===== src/rtl/dmem_pkg.sv =====
`default_nettype none
// ============================================================================
// Module      : dmem_pkg
// Description : Shared definitions for the two-port data-memory arbiter:
//               default bus widths, port index constants and the arbiter
//               state encoding.
// Revision    : 1.0 - initial release
// ============================================================================
package dmem_pkg;

    localparam int c_ADDR_WIDTH = 16;
    localparam int c_DATA_WIDTH = 8;

    // Port 0 is the CPU load/store unit, port 1 the DMA engine.
    localparam int c_PORT_CPU = 0;
    localparam int c_PORT_DMA = 1;

    // LOCKn keeps the memory reserved for port n between the read and the
    // write of an atomic read-modify-write.
    typedef enum logic [1:0] {
        IDLE  = 2'd0,
        LOCK0 = 2'd1,
        LOCK1 = 2'd2
    } state_t;

endpackage : dmem_pkg
`default_nettype wire


===== src/rtl/rr_arb2.sv =====
`default_nettype none
// ============================================================================
// Module      : rr_arb2
// Description : Two-requester round-robin selector.
//               valid[1:0] - pending requests
//               last_grant - index of the requester served most recently
//               grant[1:0] - one-hot grant, zero when nothing is valid
//               Under contention the requester NOT named by last_grant wins.
// Revision    : 1.0 - initial release
// ============================================================================
module rr_arb2 (
    input  logic [1:0] valid,
    input  logic       last_grant,
    output logic [1:0] grant
);

    always_comb begin
        grant = 2'b00;
        case (valid)
            2'b01:   grant = 2'b01;
            2'b10:   grant = 2'b10;
            2'b11:   grant = last_grant ? 2'b01 : 2'b10;
            default: grant = 2'b00;
        endcase
    end

endmodule : rr_arb2
`default_nettype wire


===== src/rtl/dmem_arbiter.sv =====
`default_nettype none
// ============================================================================
// Module      : dmem_arbiter
// Description : Arbitrates a CPU port (0) and a DMA port (1) onto a single
//               synchronous-read data memory. One access is granted per cycle,
//               round-robin under contention, with an optional lock that
//               reserves the memory for one port across consecutive accesses.
//
// Ports       : clk, rst_n                 - clock, async active-low reset
//               req_valid/we/lock[1:0]     - per-port request qualifiers
//               req_addr0/1, req_wdata0/1  - per-port address and write data
//               req_ready[1:0]             - one-hot acceptance
//               rsp_valid[1:0], rsp_rdata  - read response, one cycle later
//               mem_write_en, mem_read_en,
//               mem_addr, mem_data_in      - memory command (combinational)
//               mem_data_out               - memory read data
// Revision    : 1.0 - initial release
// ============================================================================
module dmem_arbiter
    import dmem_pkg::*;
#(
    parameter int ADDR_WIDTH = c_ADDR_WIDTH,
    parameter int DATA_WIDTH = c_DATA_WIDTH
) (
    input  logic                  clk,
    input  logic                  rst_n,

    input  logic [1:0]            req_valid,
    input  logic [1:0]            req_we,
    input  logic [1:0]            req_lock,
    input  logic [ADDR_WIDTH-1:0] req_addr0,
    input  logic [ADDR_WIDTH-1:0] req_addr1,
    input  logic [DATA_WIDTH-1:0] req_wdata0,
    input  logic [DATA_WIDTH-1:0] req_wdata1,
    output logic [1:0]            req_ready,

    output logic [1:0]            rsp_valid,
    output logic [DATA_WIDTH-1:0] rsp_rdata,

    output logic                  mem_write_en,
    output logic                  mem_read_en,
    output logic [ADDR_WIDTH-1:0] mem_addr,
    output logic [DATA_WIDTH-1:0] mem_data_in,
    input  logic [DATA_WIDTH-1:0] mem_data_out
);

    state_t     r_state;
    state_t     w_state_next;
    logic       r_last_grant;
    logic [1:0] r_rsp_pend;

    logic [1:0] w_rr_grant;
    logic [1:0] w_grant;
    logic       w_xfer;
    logic       w_gnt_idx;
    logic       w_gnt_we;
    logic       w_gnt_lock;

    rr_arb2 u_rr_arb2 (
        .valid      (req_valid),
        .last_grant (r_last_grant),
        .grant      (w_rr_grant)
    );

    // Grant selection: round-robin when free, owner-only while locked.
    always_comb begin
        w_grant = 2'b00;
        case (r_state)
            IDLE:    w_grant = w_rr_grant;
            LOCK0:   w_grant = {1'b0, req_valid[c_PORT_CPU]};
            LOCK1:   w_grant = {req_valid[c_PORT_DMA], 1'b0};
            default: w_grant = 2'b00;
        endcase
    end

    // Ready only ever rises alongside valid, so a grant is a transfer.
    assign req_ready  = w_grant;
    assign w_xfer     = |w_grant;
    assign w_gnt_idx  = w_grant[c_PORT_DMA];
    assign w_gnt_we   = req_we[w_gnt_idx];
    assign w_gnt_lock = req_lock[w_gnt_idx];

    // Memory command follows the granted port; everything idles at zero.
    always_comb begin
        mem_write_en = 1'b0;
        mem_read_en  = 1'b0;
        mem_addr     = '0;
        mem_data_in  = '0;
        if (w_xfer) begin
            mem_write_en = w_gnt_we;
            mem_read_en  = ~w_gnt_we;
            mem_addr     = w_gnt_idx ? req_addr1  : req_addr0;
            mem_data_in  = w_gnt_idx ? req_wdata1 : req_wdata0;
        end
    end

    // Any transfer decides the next state from its own lock bit: lock=1
    // enters/stays in the owner's LOCK state, lock=0 frees the memory. In a
    // LOCK state only the owner can transfer, so this covers every case.
    always_comb begin
        w_state_next = r_state;
        if (w_xfer) begin
            if (w_gnt_lock) begin
                w_state_next = w_gnt_idx ? LOCK1 : LOCK0;
            end else begin
                w_state_next = IDLE;
            end
        end
    end

    always_ff @(posedge clk or negedge rst_n) begin
        if (!rst_n) begin
            r_state      <= IDLE;
            r_last_grant <= 1'b1;
            r_rsp_pend   <= 2'b00;
        end else begin
            r_state    <= w_state_next;
            r_rsp_pend <= (w_xfer && !w_gnt_we) ? w_grant : 2'b00;
            if (w_xfer) begin
                r_last_grant <= w_gnt_idx;
            end
        end
    end

    // Memory read data arrives the cycle after the read enable is sampled,
    // which is exactly the cycle the pending response is presented.
    assign rsp_valid = r_rsp_pend;
    assign rsp_rdata = (|r_rsp_pend) ? mem_data_out : '0;

endmodule : dmem_arbiter
`default_nettype wire


===== config.mk =====
export PLATFORM = sky130hd
export DESIGN_NAME = dmem_arbiter
export DESIGN_NICKNAME = d
export VERILOG_FILES = /design/src/rtl/dmem_pkg.sv /design/src/rtl/rr_arb2.sv /design/src/rtl/dmem_arbiter.sv
export SDC_FILE = /design/constraint.sdc
export NUM_CORES = 1
export LEC_CHECK = 0
export CAP_MARGIN = 20
export CORE_AREA = 3 3 88 48
export DETAILED_ROUTE_END_ITERATION = 16
export DIE_AREA = 0 0 91 51
export PLACE_DENSITY = 0.75
export SLEW_MARGIN = 5
export SYNTH_ARGS = -nofsm -noshare
export SYNTH_HDL_FRONTEND = slang
export SYNTH_HIERARCHICAL = 1
export SYNTH_SLANG_ARGS = --single-unit

===== constraint.sdc =====
create_clock -name clk -period 1.8 [get_ports clk]
set_input_delay 0.27 -clock clk [delete_from_list [all_inputs] [get_ports clk]]
set_output_delay 0.27 -clock clk [all_outputs]
set_load 0.05 [all_outputs]

; Yosys cells after proc, flatten, opt, wreduce, memory -nomap -nowiden
; Index checks and enable logic that the tools add are counted.
; W data, S select, Z words.
[totals]
register_bits = 5
latchBits = 0
ramBits = 0
romBits = 0
input_bits = 64
memories = 0
[classes]
addsub = 0
multipliers = 0
div = 0
order_cmp = 1
eq_ne = 5
n_shift = 0
muxes = 17
n_bitwise = 1
n_reduce_logical = 5
[ops]
columns = operator, count
row1 = $mux W16, 2
row2 = $mux W8, 3
row3 = $pmux W2 S3, 2
row4 = $mux W2, 4
row5 = $eq A2 B2 Y1 const B, 3
row6 = $mux W1, 6
row7 = $eq A2 B1 Y1 const B, 2
row8 = $reduce_or A2 Y1, 2
row9 = $logic_not A2 Y1, 1
row10 = $lt A1 B2 Y1 const B, 1
row11 = $logic_and A1 B1 Y1, 1
row12 = $logic_not A1 Y1, 1
row13 = $not A1 Y1, 1

; Longest topological paths before layout
; Gate-level depths: netlist of run 1.
[depth]
word_depth = 8
mapped_depth = 7
ltp_nobuf = 5

; Hierarchy
; The synthesis of run 1 kept the hierarchy.
[by_module_without_submodules]
columns = module, instances, cells_per_inst, area_per_inst_um2, seq_area_each_um2
row1 = dmem_arbiter, 1, 124, 784.5, 126.4
row2 = rr_arb2, 1, 3, 18.8, 0.0

; Least setup slack after synthesis of run 1
; OpenSTA, ideal clock, no wires.
[synth_timing]
path_type = flip-flop to output port
start = reg r_last_grant
end = out mem_read_en
arrival_ps = 2304
t_required_ps = 1530
path_slack_ps = -774
path_stages_with_launch = 5
n_path_buf = 0
cell_sequence = dfstp_2 -> a21boi_0 -> mux2_4 -> and3_4 -> nor3_1
[synth_between]
elab_chain_cells = 7
word_cells_on_any_way = 8
classes_between = mux: 6 / bitwise: 1 / reduce/logical: 1
[synth_lines]
columns = item, line
row1 = start: declaration, dmem_arbiter.sv:49  ; logic r_last_grant;
row2 = start signal: assignment, dmem_arbiter.sv:120  ; r_last_grant <= w_gnt_idx;
row3 = $mux W2 (*), rr_arb2.sv:22  ; 2'b11: grant = last_grant ? 2'b01 : 2'b10;
row4 = $pmux W2 S3 (*), rr_arb2.sv:19  ; case (valid)
row5 = via w_rr_grant[1], dmem_arbiter.sv:52  ; logic [1:0] w_rr_grant;
row6 = $pmux W2 S3 (*), dmem_arbiter.sv:68  ; case (r_state)
row7 = $mux W1 (not written as such) (2 in a row), dmem_arbiter.sv:80  ; assign w_gnt_we = req_we[w_gnt_idx];
row8 = $not A1 Y1, dmem_arbiter.sv:91  ; mem_read_en = ~w_gnt_we;
row9 = $mux W1 (*), dmem_arbiter.sv:89  ; if (w_xfer) begin
row10 = end: declaration, dmem_arbiter.sv:41  ; output logic mem_read_en,
; Mark *: on every way through the listed nets, which the timed path passes. The rest lies on a longest branch. The select of a mux whose other input is x is not followed.

; Worst setup path in the final report of run 1
[layout_timing]
start = reg r_last_grant
end = out mem_write_en
[layout_between]
word_cells_on_any_way = 7
classes_between = mux: 6 / reduce/logical: 1
[layout_lines]
columns = item, line
row1 = $mux W2, rr_arb2.sv:22
row2 = $pmux W2 S3, rr_arb2.sv:19
row3 = via w_rr_grant[0], dmem_arbiter.sv:52
row4 = $pmux W2 S3, dmem_arbiter.sv:68
row5 = $reduce_or A2 Y1, dmem_arbiter.sv:78  ; assign w_xfer = |w_grant;
row6 = $mux W1, dmem_arbiter.sv:89
row7 = end: declaration, dmem_arbiter.sv:40  ; output logic mem_write_en,
; The timed path passes the listed nets, and every way through them passes these cells. The select of a mux whose other input is x is not followed.

==> results of run 1 <==
layout make-up:
type                            instances  area [sq um]
Clock buffer                            4          45.0
Fill cell                             151           403
Inverter                                2          7.51
Multi-Input combinational cell        107          1040
Sequential cell                         5           128
Tap cell                               51          63.8
Timing Repair Buffer                  132          1760
timing repair:
item	in CTS	in global routing
cloned	1	4
pin swaps	6	20
setup endpoints to repair	28	29
endpoints found under the hold margin	0	0
gates resized for setup	21	37
setup buffers	3	3
routing by layer:
layer  part of all wire [%]  vias to the layer above  GRT usage (%)
li1                       -                      716              -
met1                     37                      788           24.2
met2                     53                       84           48.1
met3                    4.8                       30           3.53
met4                    5.3                        0           10.8
met5                      0                        -              0
final timing paths:
| check | from | slack [ns] | to |
|---|---|---|---|
| max in group asynchronous | rst_n | 1.27 | r_last_grant |
| min | rst_n | 0.27 | rsp_valid[0] |
| max | r_last_grant | -0.46 | mem_write_en |
| max reg2reg | r_last_grant | 0.09 | rsp_valid[0] |
| min reg2reg | r_last_grant | 0.60 | r_last_grant |
| min in group clk | r_last_grant | 0.60 | r_last_grant |
synthesized netlist by cell type, drive strengths merged:
cell type / instances
and3: 1
a21oi: 27
buf: 7
nand3: 24
nor4: 1
nor3: 2
nor2b: 9
clkbuf: 6
dfrtp: 4
a22o: 1
mux2: 1
clkinv: 1
inv: 1
o21ai: 28
o21ba: 1
nor2: 4
dfstp: 1
nand2b: 1
o21bai: 1
a21boi: 3
mux2i: 2
nor3b: 1
critical path, stage by stage (launching register included):
cell and delay [ns]:
dfstp_2 0.56, inv_2 0.06, a21boi_2 0.23, o21bai_1 0.11
a22o_4 0.29, buf_6 0.14, o21ba_4 0.23, buf_12 0.13
metrics by stage:
| stage | hold slack (ns) | instance area [sq um] | TNS, ns | setup WS, ns |
|---|---|---|---|---|
| 2_1_floorplan | -0.0256 | 1150 | -1.73 | -0.0708 |
| 3_3_place_gp | 0.506 | 2700 | -9.59 | -0.386 |
| 3_5_place_dp | 0.514 | 2700 | -11.54 | -0.467 |
| 4_1_cts | 0.279 | 2820 | -8.37 | -0.342 |
| 5_1_grt | 0.288 | 3050 | -11.33 | -0.458 |
| 6_report | 0.269 | 3050 | -11.24 | -0.458 |
power by group through the flow:
stage,clock network (mW),logic [mW],registers [mW]
5_1_grt,0.227,5.39,0.243
4_1_cts,0.214,4.77,0.220
3_3_place_gp,0,4.47,0.214
3_5_place_dp,0,4.55,0.219
2_1_floorplan,0,2.55,0.232
6_report,0.217,5.25,0.239
registers in the layout, summed over array words and instances, names as in the netlist:
| register | flops |
|---|---|
| r_state | 2 |
| r_last_grant | 1 |
| rsp_valid | 2 |
logic make-up (layout without fill, tap and decap cells):
kind of cell	count (synthesis)	count (layout)
buffers and inverters	15	138
DFF	5	5
AOI/OAI and AO/OA	61	61
and+or+nand+nor	43	43
muxes	3	3
==> metrics.md, run 1 <==
| Metric | Value |
|---|---|
| Simple-gate share of the synthesized area | `between 20 and 30%` |
| FMAX | `around 0.44 GHz` |
| Core area | `between 3000 and 4000 sq um` |
| Internal | `2.73 mW` |
| Xor and xnor fraction of the mapped netlist area | `0%` |
| Setup ws final | `-0.458 ns` |
| Tot GR Track Use | `between 20% and 30%` |
| Sequential share of the synthesized area | `15.7%` |
| CTS clock-pin slew for the worst setup and hold paths | `about 0.04 ns` |
| Synth Net Count | `around 190` |
| Initial Utilization | `between 20% and 30%` |
| Layout Nets | `roughly 320` |
| Switching Fraction | `a little over half` |
| First-pass GRT wire length | `approximately 8500 um` |
| Full die area | `~4600 sq um` |
| Critical path class | `reg2out` |
| Commonest non-fill, non-tap cells in the layout | `clkdlybuf4s50_1 (63), buf_12 (41), a21oi_4 (24), nand3_1 (17), buf_4 (17)` |
| Clock Power Share | `3.8%` |
| H-tree depth | `1` |
| Pwr Density | `1870 nW/um^2` |
| Min-Delay Path Class | `in2async` |
| RSZ-0062 raised after global routing | `true` |
| Critical Path Sink Type | `output pin` |
| Synth top area cells | `a21oi_1 (17%), o21ai_0 (17%), nand3_1 (15%)` |
| DRT Pass-1 Iters | `4` |
| Area share of the largest cell type after synthesis | `16.8%` |
| Antenna viol nets, final | `0` |
| Tcrit/Tclk final | `125%` |
| Flop pwr share | `4.2%` |
| Sw Pwr | `a little under 3 mW` |
| Peak supply drop | `approximately 1200 uV` |
| Area of the mapped netlist | `approximately 800 sq um` |
| Share of layout cells above drive strength 1 | `52.8%` |
| Startpoint types | `flip-flop` |
| Initial antenna violation count | `0` |
| FF-to-FF path depth | `6` |
| Adder-Cell Fraction of Synth Area | `0%` |
| CP Data Arrival Time | `between 1.5 and 2 ns` |
| Synth Instances | `between 100 and 150` |
| Die Y | `51 um` |
| Area grow syn2layout | `280%` |
| Root buffer cell | `clkbuf_8` |
| Cell Count Post-Placement | `~290` |
| Synth Area in Compound Gates | `between 40% and 50%` |
| Post-synthesis mux area share | `between 4 and 5%` |
| Tightest Pin Transition | `approximately 0.51 ns` |
| Row count | `15` |
| Final GP Congestion | `0.790` |
| Synth area leader | `a21oi_1` |
| Yosys reg bits | `5` |
| Dpl hpwl | `just over 4000 um` |
| Largest net degree at the start of global routing | `24` |
| Final Power | `5.71 mW` |
| DRC violations left | `0` |
| Slew headroom | `between 60% and 70%` |
| Largest family of logic cells by synthesized area | `compound AO/OA/AOI/OAI gates` |
| Status | `complete, but fails checks` |
| Antenna diode count | `0` |
| I/O pin count | `approximately 100` |
| GR Overflow Total | `0` |
| Syn. warnings | `6` |
| DR vias/cell | `~5.4` |
| Worst skew pair latency | `roughly 0.23 ns` |
| CTS Buf Count | `3` |
| Clock tree sinks | `5` |
| DR WL/cell | `approximately 23 um` |
| CP Max Fanout | `5` |
| Initial DRC Count | `58` |
| Comb pwr share | `between 90 and 100%` |
| Max-cap violations | `0` |
| Final min period | `~2.3 ns` |
| Clock Skews | `just over 0.005 ns` |
| CTS tree | `yes` |
| Number of library cell types mapped by synthesis | `27` |
| Mean Syn Cell Area | `between 6 and 7 sq um` |
| Hold_buf cts | `0` |
| CP required | `about 1.5 ns` |
| Final std cells w/o fill | `roughly 300` |
| Pleak | `~1.1 nW` |
| WL final | `around 7000 um` |
| Failing checks | `setup timing` |
| Finished Core Util | `88.3%` |
| Die W | `approximately 90 um` |
| Detailed-route via count | `about 1600` |
| Vias in the first global route | `roughly 1600` |
| I/O Buffers | `101` |
| Final Max Slew Viols | `0` |
| Clock Tree Buf Depth | `2` |
| Commonest non-fill, non-tap cell in the layout | `clkdlybuf4s50_1` |
| Fin. Hold Viols | `0` |
| # setup viols final | `28` |
Power figures use the tool's default switching activity.
==> run 2: changes to the inputs <==
--- a/config.mk
+++ b/config.mk
@@ -6,12 +6,11 @@
 export NUM_CORES = 1
 export LEC_CHECK = 0
 export CAP_MARGIN = 20
-export CORE_AREA = 3 3 88 48
+export CORE_AREA = 3 3 89 49
 export DETAILED_ROUTE_END_ITERATION = 16
-export DIE_AREA = 0 0 91 51
-export PLACE_DENSITY = 0.75
+export DIE_AREA = 0 0 92 52
+export PLACE_DENSITY = 0.73
 export SLEW_MARGIN = 5
 export SYNTH_ARGS = -nofsm -noshare
 export SYNTH_HDL_FRONTEND = slang
-export SYNTH_HIERARCHICAL = 1
 export SYNTH_SLANG_ARGS = --single-unit
==> run 2 against run 1 <==
Compared with the run above: the flow still finishes with violations (setup timing); combinational power decreased by 34%; sequential power down 12%; die area increased by 3.1%; setup slack improved by 0.39 ns; synthesized area grew 1.7%; sequential share of layout area up 0.53 points; synthesized cell count fell by 33%; register-to-register slack improved by 0.28 ns; clock skew shrank 0.0044 ns.
==> metrics.md, run 2 <==
| Metric | Value |
|---|---|
| Status | `complete, but fails checks` |
| Failing checks | `setup timing` |
| Layout Nets | `roughly 270` |
| Wire length on met2 | `approximately 2500 um` |
| Mean Syn Cell Area | `9.61 sq um` |
| Die Y | `roughly 52 um` |
| FMAX | `between 0.5 and 0.6 GHz` |
| Post-synth EDFFs | `0` |
| I/O pin count | `102` |
| Synth top area cells | `a2bb2oi_2 (35%), dfrtp_1 (12%), nand2_1 (12%)` |
| I/O Buffers | `approximately 100` |
| Final std cells w/o fill | `~260` |
| Initial Utilization | `between 20% and 30%` |
| # setup viols final | `16` |
| Die W | `~92 um` |
| Sequential share of the synthesized area | `between 15 and 20%` |
| Async set-reset flop share out of synthesis | `100%` |
| H-tree depth | `1` |
| Register area | `approximately 130 sq um` |
| Peak supply drop | `800 uV` |
| CTS clock-pin slew for the worst setup and hold paths | `about 0.040 ns` |
| Full die area | `~4800 sq um` |
| Tightest Pin Transition | `0.536 ns` |
| Dpl hpwl | `3090 um` |
| Synth area leader | `a2bb2oi_2` |
| DRC violations left | `0` |
| Pwr Density | `roughly 1500 nW/um^2` |
| Critical Path Sink Type | `output pin` |
| Cell Count Post-Placement | `247` |
| Area of the mapped netlist | `817 sq um` |
| Area share of the largest cell type after synthesis | `34.9%` |
| CTS Buf Count | `3` |
| DR WL/cell | `between 15 and 20 um` |
| Fin. Hold Viols | `0` |
| Max-cap violations | `0` |
| Synth Net Count | `~150` |
| FF-to-FF setup slack | `0.37 ns` |
| Startpoint types | `flip-flop` |
| Largest net degree at the start of global routing | `25` |
| Antenna diode count | `0` |
| Final GP Congestion | `roughly 0.73` |
| Final Max Slew Viols | `0` |
| Tcrit/Tclk final | `104%` |
| Tot GR Track Use | `17.8%` |
| Initial DRC Count | `18` |
| Area grow syn2layout | `228%` |
| Initial antenna violation count | `0` |
| CP Max Fanout | `7` |
| WL final | `~4600 um` |
| Commonest non-fill, non-tap cells in the layout | `clkdlybuf4s50_1 (63), buf_12 (28), nand2_1 (23), buf_4 (23), a2bb2oi_4 (22)` |
| Antenna viol nets, final | `0` |
| Met3 routed WL | `~190 um` |
| DRT Pass-1 Iters | `4` |
| Core area | `3720 sq um` |
| Top-count cell post-synth | `nand2_1` |
| Critical path class | `reg2out` |
| Yosys reg bits | `5` |
| CP required | `1.53 ns` |
| CTS tree | `yes` |
| Min-Delay Path Class | `in2async` |
| Number of library cell types mapped by synthesis | `21` |
| Share of layout cells above drive strength 1 | `52.4%` |
| Root buffer cell | `clkbuf_8` |
| Worst skew pair latency | `approximately 0.22 ns` |
| Detailed-route via count | `1177` |
| Setup ws final | `-0.0721 ns` |
| Place WS | `-0.203 ns` |
| Clock Skews | `roughly 0.00064 ns` |
| Highest metal used | `met4` |
| Fillers | `255` |
| GR Overflow Total | `0` |
| Commonest non-fill, non-tap cell in the layout | `clkdlybuf4s50_1` |
| M1 WL | `around 1800 um` |
| Hold_buf cts | `0` |
| Pleak | `roughly 1.1 nW` |
| RSZ-0062 raised after global routing | `true` |
| Vias in the first global route | `approximately 1200` |
| Ys flop type | `dfrtp_1` |
| Syn. warnings | `0` |
| DR vias/cell | `4.49` |
| Post-synth top cells | `nand2_1 (26), a2bb2oi_2 (19), nor2b_1 (9), a2bb2oi_1 (5), dfrtp_1 (4)` |
| Reg2Reg Launch Point | `r_state[0]` |
| Final min period | `roughly 1.9 ns` |
| Area used by multi-input combinational logic | `a little over 900 sq um` |
| Worst setup path start | `r_state[1]` |
| Clock tree sinks | `5` |
| Clock Tree Buf Depth | `2` |
| Synth Instances | `between 80 and 90` |
| CP Data Arrival Time | `1.60 ns` |
| Finished Core Util | `between 70 and 80%` |
| First-pass GRT wire length | `around 6600 um` |
| Slew headroom | `between 60% and 70%` |
| Row count | `16` |
[run 2: cell types whose count changed after synthesis, moves of 2 or more]
cell       change
nor3_1         -2
o21ai_0       -27
nand3_1       -24
buf_2          -4
clkbuf_1       -6
a21oi_1       -27
buf_12         +2
a2bb2oi_2     +19
a2bb2oi_1      +5
nand2_1       +26
[run 2: cells by family after synthesis]
| family | share of synthesized area, % |
|---|---|
| and+or+nand+nor | 24.5 |
| AOI/OAI and AO/OA | 47.0 |
| buffers and inverters | 11.6 |
| DFF | 15.5 |
| muxes | 1.38 |
[run 2: report_power, final]
group          total, mW  switching, mW  internal (mW)
Sequential         0.211         0.0481          0.163
Clock              0.213         0.0604          0.153
Combinational       3.49           1.76           1.73
Total               3.92           1.87           2.05
[run 2: path summary, 6_finish.rpt]
path / cells past startpoint / to
max: 6 / mem_write_en
min: 1 / r_state[1]
max reg2reg: 5 / r_state[1]
min reg2reg: 2 / r_last_grant
max in group asynchronous: 1 / r_last_grant
min in group clk: 2 / r_last_grant
[run 2: layout make-up]
cell class,count,share of cell area [%]
clock buffers,4,1.68
inverters,2,0.560
multi-input cells,71,34.0
flip-flops and latches,5,4.71
well taps,54,2.52
repair buffers,125,56.3
repair inverters,1,0.233
[run 2: worst max-delay path, cell delays in order, from the launching register on]
cell and delay [ns]:
dfrtp_1 0.43, nor2b_4 0.17, a21o_4 0.19, inv_8 0.06, buf_4 0.14, a22o_1 0.23, buf_6 0.16
[run 2: stage by stage]
stage	TNS (ns)	total power [mW]	hold slack [ns]	cell area (sq um)
floorplan	-0.712	1.78	-0.0256	837
global placement	-3.61	3.01	0.483	2200
detailed placement	-4.03	3.05	0.498	2200
CTS	-0.379	3.56	0.296	2440
global route	-1.48	4.06	0.311	2680
finish	-0.364	3.92	0.306	2680
[run 2: layer usage]
metal | GRT usage (%) | up-vias
met1 | 21.5 | 575
met2 | 33.3 | 41
met5 | 0 | -
met4 | 4.43 | 0
li1 | - | 555
met3 | 2.89 | 6
[run 2: repair_timing]
action / 4_1_cts / 5_1_grt
setup buffers: 8 / 0
gates resized for setup: 19 / 22
endpoints found under the setup margin: 28 / 27
cloned: 1 / 2
pin swaps: 3 / 0
hold endpoints to repair: 0 / 0
==> run 3: changes to the inputs <==
--- a/config.mk
+++ b/config.mk
@@ -10,6 +10,7 @@
 export DETAILED_ROUTE_END_ITERATION = 16
 export DIE_AREA = 0 0 92 52
 export PLACE_DENSITY = 0.73
+export RECOVER_POWER = 100
 export SLEW_MARGIN = 5
 export SYNTH_ARGS = -nofsm -noshare
 export SYNTH_HDL_FRONTEND = slang
==> run 3 against run 2 <==
Compared with the run above: the flow still finishes with violations (setup timing); maximum frequency is essentially flat; total power is essentially flat; die area is the same; wire length is essentially flat; register-to-register slack is essentially flat; sequential share of layout area is the same; combinational power is essentially flat.
==> metrics.md, run 3 (synthesis results as in run 2) <==
| Metric | Value |
|---|---|
| Status | `complete, but fails checks` |
| Failing checks | `setup timing` |
| CTS clock-pin slew for the worst setup and hold paths | `~0.04 ns` |
| Die Y | `52 um` |
| Worst R2R End | `r_state[1]` |
| Vias in the first global route | `roughly 1200` |
| CP Data Arrival Time | `1.60 ns` |
| I/O pin count | `102` |
| Initial Utilization | `21.9%` |
| Clock Tree Buf Depth | `2` |
| CP max stage cell | `dfrtp_1` |
| FF-to-FF path depth | `5` |
| DRT Pass-1 Iters | `4` |
| Pleak | `1.05 nW` |
| Startpoint types | `flip-flop` |
| Layout Nets | `approximately 270` |
| Row count | `16` |
| Design area | `between 2000 and 3000 sq um` |
| Initial antenna violation count | `0` |
| Commonest non-fill, non-tap cells in the layout | `clkdlybuf4s50_1 (62), buf_12 (28), nand2_1 (23), buf_4 (23), a2bb2oi_4 (22)` |
| Root buffer cell | `clkbuf_8` |
| Clock tree sinks | `5` |
| Core area | `~3700 sq um` |
| Setup ws final | `-0.0714 ns` |
| Fin. Hold Viols | `0` |
| Final GP Congestion | `0.730` |
| CP required | `approximately 1.5 ns` |
| FF-to-FF setup slack | `0.37 ns` |
| Final min period | `around 1.9 ns` |
| Tightest Pin Transition | `around 0.54 ns` |
| Share of layout cells above drive strength 1 | `52.4%` |
| WL final | `about 4600 um` |
| FMAX | `0.534 GHz` |
| Largest net degree at the start of global routing | `25` |
| Antenna diode count | `0` |
| RSZ-0062 raised after global routing | `true` |
| Cell-by-cell trace of the critical path | `nor2b_4, a21o_4, inv_8, buf_4, a22o_1, buf_6` |
| Antenna viol nets, final | `0` |
| Initial DRC Count | `18` |
| I/O Buffers | `a little over 100` |
| Peak supply drop | `800 uV` |
| Detailed-route via count | `1182` |
| DR vias/cell | `~4.5` |
| Clock Skews | `0.000644 ns` |
| Dpl hpwl | `roughly 3100 um` |
| CP Max Fanout | `7` |
| Max incr delay on CP | `between 0.4 and 0.5 ns` |
| Die W | `roughly 90 um` |
| First-pass GRT wire length | `between 6000 and 7000 um` |
| # setup viols final | `16` |
| Setup TNS | `-0.358 ns` |
| Place WS | `-0.203 ns` |
| Reg2Reg Launch Point | `r_state[0]` |
| Max-cap violations | `0` |
| CTS Buf Count | `3` |
| Placed inst area | `~2200 sq um` |
| Hold_buf cts | `0` |
| DR WL/cell | `around 18 um` |
| Min-Delay Path Class | `in2async` |
| Slew headroom | `~64%` |
| Tcrit/Tclk final | `104%` |
| CTS tree | `yes` |
| Area grow syn2layout | `228%` |
| Worst skew pair latency | `0.22 ns` |
| Commonest non-fill, non-tap cell in the layout | `clkdlybuf4s50_1` |
| H-tree depth | `1` |
| Critical path class | `reg2out` |
| GR Overflow Total | `0` |
| Final Max Slew Viols | `0` |
| Full die area | `between 4000 and 5000 sq um` |
| Tot GR Track Use | `between 15 and 20%` |
| Pwr Density | `approximately 1500 nW/um^2` |
| Critical Path Sink Type | `output pin` |
| DRC violations left | `0` |
[run 3: cell count changes in the layout (fill, tap and decap cells not counted), sizes merged]
cell           change
dlygate4sd3        +1
clkdlybuf4s50      -1
[run 3: worst max-delay path: cells and delay by family, from the launching register on]
family,cells,cell delay [ns]
AND/OR/NAND/NOR,1,0.17
buffers and inverters,3,0.36
flip-flops,1,0.42
AO/OA/AOI/OAI,2,0.42
[run 3: worst max-delay path by stage]
stage / depth (start not counted) / to / slack [ns] / startpoint
after global placement: 7 / mem_addr[2] / -0.17 / req_valid[1]
after floorplan: 4 / mem_addr[15] / -0.13 / r_state[0]
after CTS: 6 / mem_addr[14] / -0.04 / r_state[0]
final: 6 / mem_write_en / -0.07 / r_state[1]
after global routing: 7 / mem_addr[11] / -0.11 / r_state[0]
after detailed placement: 7 / mem_addr[6] / -0.20 / req_valid[1]
[run 3: through the flow]
step / std cells / utilization (%) / hold slack [ns] / power [mW]
2_1_floorplan: 85 / - / -0.0256 / 1.78
3_3_place_gp: 247 / 59.1 / 0.483 / 3.01
3_5_place_dp: 247 / 59.1 / 0.498 / 3.05
4_1_cts: 260 / 65.6 / 0.296 / 3.56
5_1_grt: 262 / 72.0 / 0.381 / 4.06
6_report: 262 / 72.0 / 0.377 / 3.92
[run 3: power breakdown]
part | switching (mW) | total, mW | leakage (nW) | internal [mW]
Sequential | 0.0479 | 0.211 | 0.0616 | 0.163
Combinational | 1.76 | 3.49 | 0.969 | 1.73
Clock | 0.0604 | 0.213 | 0.0228 | 0.153
[run 3: routing by layer]
layer	vias up	routed length, um	GRT usage, %
met5	-	0	0
met4	0	82	4.43
met3	6	201	2.89
met2	46	2490	33.3
met1	575	1840	21.5
li1	555	-	-
[run 3: area by class of cell]
| cell class | instances | area, sq um |
|---|---|---|
| Clock buffer | 4 | 45.0 |
| Fill cell | 255 | 1040 |
| Inverter | 2 | 15.0 |
| Multi-Input combinational cell | 71 | 911 |
| Sequential cell | 5 | 126 |
| Tap cell | 54 | 67.6 |
| Timing Repair Buffer | 125 | 1510 |
| Timing Repair inverter | 1 | 6.26 |
[run 3: what timing repair did]
action	in CTS	in global routing
setup endpoints to repair	28	27
endpoints found under the hold margin	0	0
pin swaps	3	0
buffers inserted	8	0
cloned	1	2
resized for setup	19	22
